`src/rtl/rf_pkg.sv`:
```
// Shared types and helpers for the multiport register file.
// The state enum is shared by the clear sequencer; the address check is shared by the read and write paths.
package rf_pkg;

    typedef enum logic [0:0] {RF_CLEAR, RF_READY} rf_state_t;

    // True when addr names a real, writable/readable entry (not past the end, not the hard zero).
    function automatic logic rf_addr_ok(input int unsigned addr, input int unsigned depth,
                                        input logic zero_reg);
        return (addr < depth) && !(zero_reg && (addr == 0));
    endfunction

endpackage

```
`src/rtl/rf_if.sv`:
```
// Datapath-side bus of the register file: one write port, NRD packed read ports and busy.
interface rf_if #(
    parameter int unsigned DATA_W = 32,
    parameter int unsigned ADDR_W = 5,
    parameter int unsigned NRD    = 2
);

    logic                    we;
    logic [ADDR_W-1:0]       waddr;
    logic [DATA_W-1:0]       wdata;
    logic [NRD*ADDR_W-1:0]   raddr;
    logic [NRD*DATA_W-1:0]   rdata;
    logic                    busy;

    modport master (output we, waddr, wdata, raddr, input rdata, busy);
    modport slave  (input we, waddr, wdata, raddr, output rdata, busy);

endinterface

```
`src/rtl/rf_clear_seq.sv`:
```
// Post-reset clear sequencer: walks every entry once, zeroing it, then reports ready.
module rf_clear_seq
    import rf_pkg::*;
#(
    parameter int unsigned DEPTH = 32
) (
    input  logic                     clk_i,
    input  logic                     reset_i,
    output logic                     busy_o,
    output logic                     clr_we_o,
    output logic [$clog2(DEPTH)-1:0] clr_addr_o
);

    localparam int unsigned ADDR_W = $clog2(DEPTH);
    localparam logic [ADDR_W-1:0] LastIdx = ADDR_W'(DEPTH - 1);

    rf_state_t         state_q;
    logic [ADDR_W-1:0] idx_q;

    always_ff @(posedge clk_i) begin
        if (reset_i) begin
            state_q <= RF_CLEAR;
            idx_q   <= '0;
        end else begin
            unique case (state_q)
                RF_CLEAR: begin
                    if (idx_q == LastIdx) begin
                        state_q <= RF_READY;
                        idx_q   <= '0;
                    end else begin
                        idx_q <= idx_q + 1'b1;
                    end
                end
                RF_READY: state_q <= RF_READY;
                default:  state_q <= RF_CLEAR;
            endcase
        end
    end

    // Reset counts as busy so that a write presented alongside reset is dropped.
    assign busy_o     = (state_q == RF_CLEAR) || reset_i;
    assign clr_we_o   = (state_q == RF_CLEAR);
    assign clr_addr_o = idx_q;

endmodule

```
`src/rtl/rf_multiport.sv`:
```
// Parametrised register file: NRD combinational read ports, one write port, sequenced clear.
// Optional write-to-read forwarding is enabled by defining RF_BYPASS_EN.
module rf_multiport
    import rf_pkg::*;
#(
    parameter int unsigned DATA_W   = 32,
    parameter int unsigned DEPTH    = 32,
    parameter int unsigned NRD      = 2,
    parameter int unsigned ZERO_REG = 1
) (
    input logic clk,
    input logic reset,
    rf_if.slave bus
);

    localparam int unsigned ADDR_W  = $clog2(DEPTH);
    localparam logic        ZeroReg = (ZERO_REG != 0);

    logic              busy;
    logic              clr_we;
    logic [ADDR_W-1:0] clr_addr;
    logic              user_we;
    logic [DATA_W-1:0] mem_q [DEPTH];

    rf_clear_seq #(
        .DEPTH (DEPTH)
    ) u_clear_seq (
        .clk_i      (clk),
        .reset_i    (reset),
        .busy_o     (busy),
        .clr_we_o   (clr_we),
        .clr_addr_o (clr_addr)
    );

    assign user_we  = !busy && bus.we && rf_addr_ok(32'(bus.waddr), DEPTH, ZeroReg);
    assign bus.busy = busy;

    always_ff @(posedge clk) begin
        if (clr_we) begin
            mem_q[clr_addr] <= '0;
        end else if (user_we) begin
            mem_q[bus.waddr] <= bus.wdata;
        end
    end

    for (genvar k = 0; k < NRD; k++) begin : g_rd
        logic [ADDR_W-1:0] ra;
        logic [DATA_W-1:0] rd;

        assign ra = bus.raddr[k*ADDR_W +: ADDR_W];

        // Zero and out-of-range handling outrank forwarding.
        always_comb begin
            rd = '0;
            if (!busy && rf_addr_ok(32'(ra), DEPTH, ZeroReg)) begin
`ifdef RF_BYPASS_EN
                if (user_we && (bus.waddr == ra)) begin
                    rd = bus.wdata;
                end else begin
                    rd = mem_q[ra];
                end
`else
                rd = mem_q[ra];
`endif
            end
        end

        assign bus.rdata[k*DATA_W +: DATA_W] = rd;
    end

endmodule

```
`src/flat_wrapper.sv`:
```
// flat-port wrapper written by rule: the top's interface ports become plain ports
module rf_multiport_flat import rf_pkg::*;
#(
    parameter int unsigned DATA_W   = 32,
    parameter int unsigned DEPTH    = 32,
    parameter int unsigned NRD      = 2,
    parameter int unsigned ZERO_REG = 1
)
  (clk, reset, bus_we, bus_waddr, bus_wdata, bus_raddr, bus_rdata, bus_busy);
  rf_if #(.DATA_W(DATA_W), .ADDR_W(5), .NRD(NRD)) bus_i ();
  input logic clk;
  input logic reset;
  input wire logic [$bits(bus_i.we)-1:0] bus_we;
  input wire logic [$bits(bus_i.waddr)-1:0] bus_waddr;
  input wire logic [$bits(bus_i.wdata)-1:0] bus_wdata;
  input wire logic [$bits(bus_i.raddr)-1:0] bus_raddr;
  output wire logic [$bits(bus_i.rdata)-1:0] bus_rdata;
  output wire logic [$bits(bus_i.busy)-1:0] bus_busy;
  assign bus_i.we = bus_we;
  assign bus_i.waddr = bus_waddr;
  assign bus_i.wdata = bus_wdata;
  assign bus_i.raddr = bus_raddr;
  assign bus_rdata = bus_i.rdata;
  assign bus_busy = bus_i.busy;
  rf_multiport #(.DATA_W(DATA_W), .DEPTH(DEPTH), .NRD(NRD), .ZERO_REG(ZERO_REG)) u_core (.clk(clk), .reset(reset), .bus(bus_i));
endmodule
```
`config.mk`:
```
export PLATFORM = sky130hd
export DESIGN_NAME = rf_multiport_flat
export DESIGN_NICKNAME = d
export VERILOG_FILES = /design/src/rtl/rf_pkg.sv /design/src/rtl/rf_if.sv /design/src/rtl/rf_clear_seq.sv /design/src/rtl/rf_multiport.sv /design/src/flat_wrapper.sv
export SDC_FILE = /design/constraint.sdc
export NUM_CORES = 1
export LEC_CHECK = 0
export CORE_ASPECT_RATIO = 1.25
export CORE_UTILIZATION = 50
export DETAILED_ROUTE_END_ITERATION = 8
export PLACE_DENSITY = 0.67
export SYNTH_ARGS = -nofsm -noshare
export SYNTH_HDL_FRONTEND = slang
export SYNTH_HIERARCHICAL = 1
export SYNTH_SLANG_ARGS = --single-unit
export TNS_END_PERCENT = 20
```
`constraint.sdc`:
```
create_clock -name clk -period 10.75 [get_ports clk]
set_clock_uncertainty 0.05 [all_clocks]
set_input_delay 1.6125 -clock clk [delete_from_list [all_inputs] [get_ports clk]]
set_output_delay 1.6125 -clock clk [all_outputs]
set_load 0.01 [all_outputs]
```
==> results of run 1 <==
==> Yosys cell counts (30+ instances only) <==
cell type / count / area [µm²]
o22ai_1: 33 / 206
mux4_2: 450 / 10100
a21oi_1: 34 / 170
and2_1: 33 / 206
a22oi_1: 30 / 225
o221ai_1: 62 / 543
o22a_1: 32 / 280
mux2i_1: 254 / 2540
buf_2: 62 / 310
edfxtp_1: 1024 / 30700
a22o_1: 32 / 280
clkbuf_1: 84 / 315
==> cell usage in the layout (no fill, tap or decap), types with 27 or more instances in the layout <==
cell type,count
a21oi_1,34
mux2i_1,254
clkinv_1,27
o22a_1,32
clkdlybuf4s50_1,107
clkbuf_16,106
edfxtp_1,1024
mux4_2,450
a22oi_1,30
o22ai_1,33
buf_4,85
and2_1,32
o221ai_1,62
a22o_1,32
==> critical path, cell delays in order <==
cell,delay [ns]
clkdlybuf4s50_1,1.01
or3_2,0.71
buf_4,0.53
o31ai_4,0.09
buf_4,0.29
a211oi_1,0.82
clkdlybuf4s50_1,0.69
==> kinds of logic (layout without fill, tap and decap cells) <==
| logic type | after synthesis | in the layout | share of synthesized area |
|---|---|---|---|
| mux | 704 | 704 | 0.265 |
| compound gates | 306 | 306 | 0.0513 |
| flops | 1030 | 1030 | 0.646 |
| buf+inv | 198 | 395 | 0.0221 |
| simple gates | 124 | 124 | 0.0144 |
| other cells | 0 | 5 | 0 |
| fa+ha+maj | 2 | 2 | 0.000524 |
==> per-layer routing <==
metal / track usage / routed length, µm / part of all wire / vias to the layer above
met3: 0.0633 / 15200 / 0.10 / 428
met2: 0.513 / 74100 / 0.50 / 1799
li1: - / - / - / 10700
met1: 0.389 / 51400 / 0.35 / 14700
met4: 0.156 / 8000 / 0.054 / 0
met5: 0 / 0 / 0 / -
==> cell type report <==
class	instances	area [µm²]	share of cell area
sequential	1030	30900	0.575
multi-input combinational	1136	16100	0.300
clock buffer	126	2730	0.0508
timing repair buffer	201	1860	0.0346
tap	1216	1520	0.0283
clock inverter	62	609	0.0113
inverter	6	22.5	0.000419
antenna	5	12.5	0.000233
==> path summary, 6_finish.rpt <==
| path | startpoint | to | slack, ns | depth (start not counted) |
|---|---|---|---|---|
| min reg2reg | u_core/u_clear_seq/clr_addr_o[3] | u_core/u_clear_seq/clr_addr_o[3] | 0.52 | 2 |
| max | bus_raddr[3] | bus_rdata[13] | 3.28 | 7 |
| min | u_core/u_clear_seq/clr_addr_o[3] | u_core/u_clear_seq/clr_addr_o[3] | 0.52 | 2 |
| max reg2reg | u_core/u_clear_seq/state_q | u_core/mem_q[8][18] | 6.65 | 7 |
==> power by group <==
| part | internal, mW | switching [mW] | leakage, nW |
|---|---|---|---|
| combinational | 0.206 | 0.311 | 5.68 |
| sequential | 4.41 | 0.0230 | 7.76 |
| clock | 2.06 | 1.52 | 1.63 |
| total | 6.67 | 1.85 | 15.1 |
==> state kept, by name, summed over array words and instances (netlist names) <==
name and count:
u_core/mem_q 1024, u_core/u_clear_seq/clr_addr_o 5, u_core/u_clear_seq/state_q 1
==> metrics by stage <==
stage          cell area [µm²]  utilization  total power [mW]  cells  worst slack, ns
2_1_floorplan            47800            -              4.85   2364             5.07
3_3_place_gp             50400        0.533              5.02   3589             3.50
3_5_place_dp             50400        0.533              5.03   3589             3.47
4_1_cts                  53700        0.568              8.56   3777             3.45
5_1_grt                  53700        0.568              8.73   3781             3.33
6_report                 53700        0.568              8.53   3782             3.28
==> run_results.csv, run 1 <==
group,metric,value,unit
finish,areaGrowthSynthToFinish,12.5,%
pwr,peakVddDrop,150,µV
sta,hold_slack,0.518,ns
grt,grt_max_degree,111,
placement,routabilityCongestion,0.866,
placement,portBuffers,114,
logic_synthesis,syn_nets,2416,
floorplan,die_h,348,µm
sta,max_freq,134,MHz
route,detail-route-antenna-nets,0,
critical_path,start_kind,"input port",
logic_synthesis,synth-async-reset-ratio,0,
grt,gr-usage-all-layers,0.310,
logic_synthesis,ys_seq_area_frac,0.646,
clock_tree,cts_tree,"yes",
grt,antenna_found_initial,2,
logic_synthesis,ys.flop_type,"edfxtp_1",
finish,fillerInstances,6988,
clock_tree,clk_pin_slew_worst_paths,0.06,ns
critical_path,critPathRequiredTime,9.09,ns
placement,dp_hpwl,83900,µm
job,max_cap_viol_count,0,
clock_tree,postCtsResizedCells,0,
logic_synthesis,avgSynthCellArea,20.2,µm²
grt,grt_pass1_vias,28500,
logic_synthesis,yosysUniqueCellTypes,54,
route,wl_per_cell,39.3,µm
route,vias,27600,
route,drc,0,
logic_synthesis,ys_ff_latch,1030,
pwr,power_density,159,nW/µm²
critical_path,worstPathMaxFanout,23,
route,dr.pass1.iters,7,
finish,nNetsFinal,2531,
sta,tns,0,ns
critical_path,arrival,5.80,ns
logic_synthesis,syn-cell-area,47800,µm²
route,via_per_inst,7.30,
critical_path,cp-end-kind,"output pin",
floorplan,coreArea,94600,µm²
grt,grt-ovfl-total,0,
sta,finalHoldViolCount,0,
clock_tree,post_cts_buffers,0,
sta,period_needed,7.47,ns
floorplan,io_pins,115,
finish,drive_above_1_share,0.292,
clock_tree,cts_buffer_depth,3,
logic_synthesis,synthCells,2364,
clock_tree,h-tree-depth,3,
status,outcome,"finished, final reports clean",
sta,post-route-period-util,0.694,
floorplan,num_rows,126,
floorplan,dieArea,96800,µm²
sta,timing.slew.headroom,0.247,
floorplan,start_util,0.505,
logic_synthesis,synth-edff-count,1024,
clock_tree,cts_made_buffers,104,
floorplan,die_w,278,µm
clock_tree,cts.sinks,1030,
sta,rsz0062_at_grt,"no",
route,dr.first_iter.drc_count,3430,
logic_synthesis,yosysWarnings,6,
sta,finalSetupViolCount,0,
clock_tree,cts_root_buf,"clkbuf_16",
clock_tree,cts_hold_buf,0,
route,wirelength,149000,µm
min_path,worstHoldPathType,"flop to flop",
sta,tightest_slew,1.13,ns
sta,drv_slew,0,
clock_tree,clk_latency,0.69,ns
critical_path,crit_type,"input port to output pin",
grt,grt_pass1_wl,210000,µm
pwr,p_leak,15.1,nW
(Power assumes the default switching activity.)
==> run 2: changes to the inputs <==
--- a/config.mk
+++ b/config.mk
@@ -8,7 +8,7 @@
 export CORE_ASPECT_RATIO = 1.25
 export CORE_UTILIZATION = 50
 export DETAILED_ROUTE_END_ITERATION = 8
-export PLACE_DENSITY = 0.67
+export PLACE_DENSITY = 0.69
 export SYNTH_ARGS = -nofsm -noshare
 export SYNTH_HDL_FRONTEND = slang
 export SYNTH_HIERARCHICAL = 1
==> constraint.sdc (replaced) <==
create_clock -name clk -period 6.8 [get_ports clk]
set_clock_uncertainty 0.05 [all_clocks]
set_input_delay 1.02 -clock clk [delete_from_list [all_inputs] [get_ports clk]]
set_output_delay 1.02 -clock clk [all_outputs]
set_load 0.01 [all_outputs]
==> run 2 against run 1 <==
Against the previous run: sequential share of layout area shrank 0.22 points; total power grew 56%; count of clock-buffer cells in the layout grew 2; critical path depth shrank 1; sequential power grew 58%; hold slack gained 0.036 ns; non-clock buffer count grew 29; register-to-register slack lost 3.9 ns; largest power group unchanged; highest routed layer is now met5.
==> run_results.csv, run 2 (synthesized netlist as in run 1, its figures left out) <==
group,metric,value,unit
critical_path,max_stage_delay,0.99,ns
clock_tree,cts_made_buffers,102,
sta,period_needed,5.76,ns
floorplan,die_h,348,µm
clock_tree,cts_hold_buf,0,
placement,dp_hpwl,85600,µm
route,wl_per_cell,38.4,µm
critical_path,cp_cell_sequence,"clkdlybuf4s50_1, or3b_2, o221ai_1, a21oi_1, a211oi_1, clkdlybuf4s50_1",
route,wirelength,146000,µm
clock_tree,cts_root_buf,"clkbuf_16",
floorplan,start_util,0.505,
min_path,worstHoldPathType,"flop to flop",
job,max_cap_viol_count,0,
critical_path,worstPathMaxFanout,26,
pwr,peakVddDrop,230,µV
critical_path,worst_path_most_repeated_cell,"clkdlybuf4s50_1",
sta,timing.slew.headroom,0.119,
placement,routabilityCongestion,0.853,
floorplan,coreArea,94600,µm²
critical_path,cp_top_family,"buffers and inverters",
route,detail-route-antenna-nets,0,
clock_tree,post_cts_buffers,0,
route,dr.first_iter.drc_count,3571,
finish,top_register,"u_core/mem_q",
critical_path,arrival,4.69,ns
floorplan,die_w,278,µm
sta,finalSetupViolCount,0,
critical_path,critPathSlowestCell,"or3b_2",
critical_path,start_kind,"input port",
route,via_per_inst,7.29,
route,dr.pass1.iters,5,
finish,drive_above_1_share,0.298,
floorplan,num_rows,126,
sta,tightest_slew,1.32,ns
grt,gr-usage-all-layers,0.304,
sta,post-route-period-util,0.847,
finish,largest_register_ffs,1024,
critical_path,cp-end-kind,"output pin",
route,drc,0,
clock_tree,clk_pin_slew_worst_paths,0.06,ns
placement,portBuffers,114,
route,vias,27700,
finish,final_common_cell,"edfxtp_1",
sta,rsz0062_at_grt,"no",
sta,max_freq,174,MHz
grt,grt_max_degree,97,
clock_tree,h-tree-depth,3,
floorplan,io_pins,115,
grt,antenna_found_initial,5,
sta,tns,0,ns
finish,layout_common_cells,"edfxtp_1 (1024), mux4_2 (450), mux2i_1 (254)",
critical_path,cp_num_buf_inv,2,
finish,areaGrowthSynthToFinish,12.9,%
pwr,power_density,247,nW/µm²
clock_tree,cts_buffer_depth,3,
grt,grt_pass1_vias,28700,
floorplan,dieArea,96800,µm²
sta,finalHoldViolCount,0,
finish,nNetsFinal,2558,
clock_tree,cts.sinks,1030,
critical_path,crit_type,"input port to output pin",
sta,drv_slew,0,
grt,grt_pass1_wl,208000,µm
clock_tree,clk_latency,0.68,ns
grt,grt-ovfl-total,0,
pwr,p_leak,15.2,nW
clock_tree,postCtsResizedCells,0,
status,outcome,"finished, final reports clean",
sta,hold_slack,0.554,ns
clock_tree,cts_tree,"yes",
critical_path,critPathRequiredTime,5.73,ns
==> run 2: cell count changes in the layout (fill, tap and decap cells not counted), moves of 2 or more <==
cell / before / now
clkinv_1: 27 / 23
clkbuf_1: 20 / 24
bufinv_16: 11 / 9
buf_4: 85 / 103
buf_12: 4 / 15
clkinv_8: 3 / 1
clkbuf_16: 106 / 104
diode_2: 5 / 2
==> run 2: final cells by class <==
cell class / count / area [µm²]
Fill cell: 6883 / 40700
Sequential cell: 1030 / 30900
Multi-Input combinational cell: 1136 / 16100
Clock buffer: 128 / 2690
Timing Repair Buffer: 230 / 2220
Tap cell: 1216 / 1520
Clock inverter: 54 / 505
Inverter: 6 / 22.5
Antenna cell: 2 / 5.00
==> run 2: tightest hold or removal path, delay by kind of cell (launching register included) <==
| kind | cells | cell delay [ns] |
|---|---|---|
| simple gates | 1 | 0.12 |
| flops | 1 | 0.38 |
| compound gates | 1 | 0.08 |
==> run 2: power by group <==
part           internal (mW)  switching, mW
Clock                   3.13           2.38
Combinational          0.344          0.478
Sequential              6.96         0.0383
Total                   10.4           2.90
==> run 2: through the flow <==
step	cell area [µm²]	std cells	setup WS, ns	util	power (mW)
after detailed placement	50700	3618	1.16	0.536	7.95
after global placement	50700	3618	1.20	0.536	7.93
after global routing	53900	3801	1.02	0.570	13.7
final	53900	3802	1.04	0.570	13.3
after floorplan	47800	2364	1.71	-	7.67
after CTS	53900	3800	1.16	0.570	13.4
==> run 2: worst paths after layout <==
kind	cells after the start	endpoint	startpoint	slack, ns
hold / removal	2	u_core/u_clear_seq/clr_addr_o[3]	u_core/u_clear_seq/clr_addr_o[0]	0.55
hold reg to reg	2	u_core/u_clear_seq/clr_addr_o[3]	u_core/u_clear_seq/clr_addr_o[0]	0.55
setup reg to reg	6	u_core/mem_q[26][18]	u_core/u_clear_seq/state_q	2.80
setup / recovery	6	bus_rdata[0]	bus_raddr[3]	1.04
==> run 2: routing by layer <==
layer  up-vias  wire, µm  track usage
met5         -        34            0
met4         6      7510        0.152
met3       375     14700       0.0534
met2      1894     72200        0.496
met1     14700     51400        0.393
li1      10700         -            -
==> edit: new RTL, settings of run 2 <==
`ZERO_REG` is set to 1 in 2 places; all go to 0.
--- a/src/rtl/rf_multiport.sv
+++ b/src/rtl/rf_multiport.sv
@@ -6,7 +6,7 @@
     parameter int unsigned DATA_W   = 32,
     parameter int unsigned DEPTH    = 32,
     parameter int unsigned NRD      = 2,
-    parameter int unsigned ZERO_REG = 1
+    parameter int unsigned ZERO_REG = 0
 ) (
     input logic clk,
     input logic reset,
--- a/src/flat_wrapper.sv
+++ b/src/flat_wrapper.sv
@@ -4,7 +4,7 @@
     parameter int unsigned DATA_W   = 32,
     parameter int unsigned DEPTH    = 32,
     parameter int unsigned NRD      = 2,
-    parameter int unsigned ZERO_REG = 1
+    parameter int unsigned ZERO_REG = 0
 )
   (clk, reset, bus_we, bus_waddr, bus_wdata, bus_raddr, bus_rdata, bus_busy);
   rf_if #(.DATA_W(DATA_W), .ADDR_W(5), .NRD(NRD)) bus_i ();
Behaviour: same outputs for any inputs over 4 cycles, from zero or initial values and one cycle with reset high; that may be too few to reach the edited logic, so the function may still have changed.
==> edit against run 2 <==
- the flow now finishes with violations (capacitance limit, slew limit)
- total power is 1.5% higher
- utilization is 0.28 points higher
- routed wire length decreased by 1.6%
- clock power grew 3%
- final area rose by 0.82%
- area after synthesis rose by 0.68%
- setup slack better by 120 ps
- critical path depth down 1
- combinational power is 8.0% higher
- sequential cell count stayed put
- worst hold slack got worse by 46 ps
==> edit: results (changes against run 2) <==
post-synthesis cell type count=44 (was 54); 1st-iter DRT viols=3316 (was 3571); Post-Place Worst Slack=1270 ps (was 1160 ps); met1 usage=0.378 (was 0.393); Slew Viols, Final=7 (was 0); met2 Use GR=0.505 (was 0.496); fin nets=2580 (was 2558); failing checks=capacitance limit, slew limit; outcome=complete, but fails checks (was finished, final reports clean); worst slew pin tran=1590 ps (was 1320 ps); first-pass GRT wire length=205000 um (was 208000 um); top cells by count, synth=edfxtp_1, mux4_2, mux2i_1 (unchanged); met3 Usage GRT=0.0453 (was 0.0534); maximum vdd ir drop=0.195 mV (was 0.230 mV); Post-Synthesis Net Count=2469 (was 2416); critical path peak fanout=6 (was 26); Max-cap violations=1 (was 0); GP Congestion=0.829 (was 0.853); initial antenna violation count=3 (was 5); CP Data Arrival Time=4560 ps (was 4690 ps); port bufs=114 (unchanged); top cells by area, synth=edfxtp_1, mux4_2, mux2i_1, a221o_1, a22oi_1 (was edfxtp_1, mux4_2, mux2i_1, o221ai_1, clkbuf_1); largest net degree at the start of global routing=93 (was 97); Num CTS Buffers=97 (was 102); placed cell areas=51100 um^2 (was 50700 um^2); clk_lat worst skew=660 ps (was 680 ps); Seq/Total Area, Yosys=0.642 (was 0.646); vias in the first global route=28500 (was 28700); LEAKAGE=16.2 nW (was 15.2 nW); layout cells sized above 1=0.300 (was 0.298)
## edit: stage by stage
stage,std cells,power [mW]
floorplan,2417,7.70
global placement,3709,7.99
detailed placement,3709,8.00
CTS,3889,13.6
global route,3889,13.8
finish,3891,13.5
## edit: area by class of cell
cell class / count / area, um^2
Antenna cell: 2 / 5.00
Clock buffer: 115 / 2520
Clock inverter: 65 / 762
Fill cell: 6923 / 40500
Inverter: 5 / 26.3
Multi-Input combinational cell: 1182 / 16300
Sequential cell: 1030 / 30900
Tap cell: 1280 / 1600
Timing Repair Buffer: 212 / 2270
## edit: path summary, 6_finish.rpt
path                               startpoint                                to  slack (ps)  depth (start not counted)
max                              bus_raddr[2]                      bus_rdata[0]        1170                          5
min reg2reg  u_core/u_clear_seq/clr_addr_o[3]  u_core/u_clear_seq/clr_addr_o[3]         510                          2
min          u_core/u_clear_seq/clr_addr_o[3]  u_core/u_clear_seq/clr_addr_o[3]         510                          2
max reg2reg        u_core/u_clear_seq/state_q                u_core/mem_q[1][6]        2790                          5
## edit: kinds of logic (layout without fill, tap and decap cells)
family          count (synthesis)  count (layout)  share of synthesized area
fa+ha+maj                       2               2                   0.000520
compound gates                307             307                     0.0520
simple gates                  162             162                     0.0160
other cells                     0               2                          0
mux                           711             711                      0.265
buf+inv                       205             397                     0.0250
flops                        1030            1030                      0.642
## edit: where the power goes
part	internal [mW]	switching (mW)
Combinational	0.365	0.522
Clock	3.23	2.43
Sequential	6.95	0.0308
## edit: critical path, stage by stage
cell and delay, ps:
clkdlybuf4s50_1 660, nor2_1 1300, a22oi_1 240, a31oi_1 620, clkdlybuf4s50_1 720
## edit: metal layers
layer  vias up  part of all wire  wire, um
li1      10800                 -         -
met1     14700              0.35     50700
met2      1730              0.51     72800
met3       375             0.090     12800
met4         2             0.050      7170
met5         -          0.000091        13
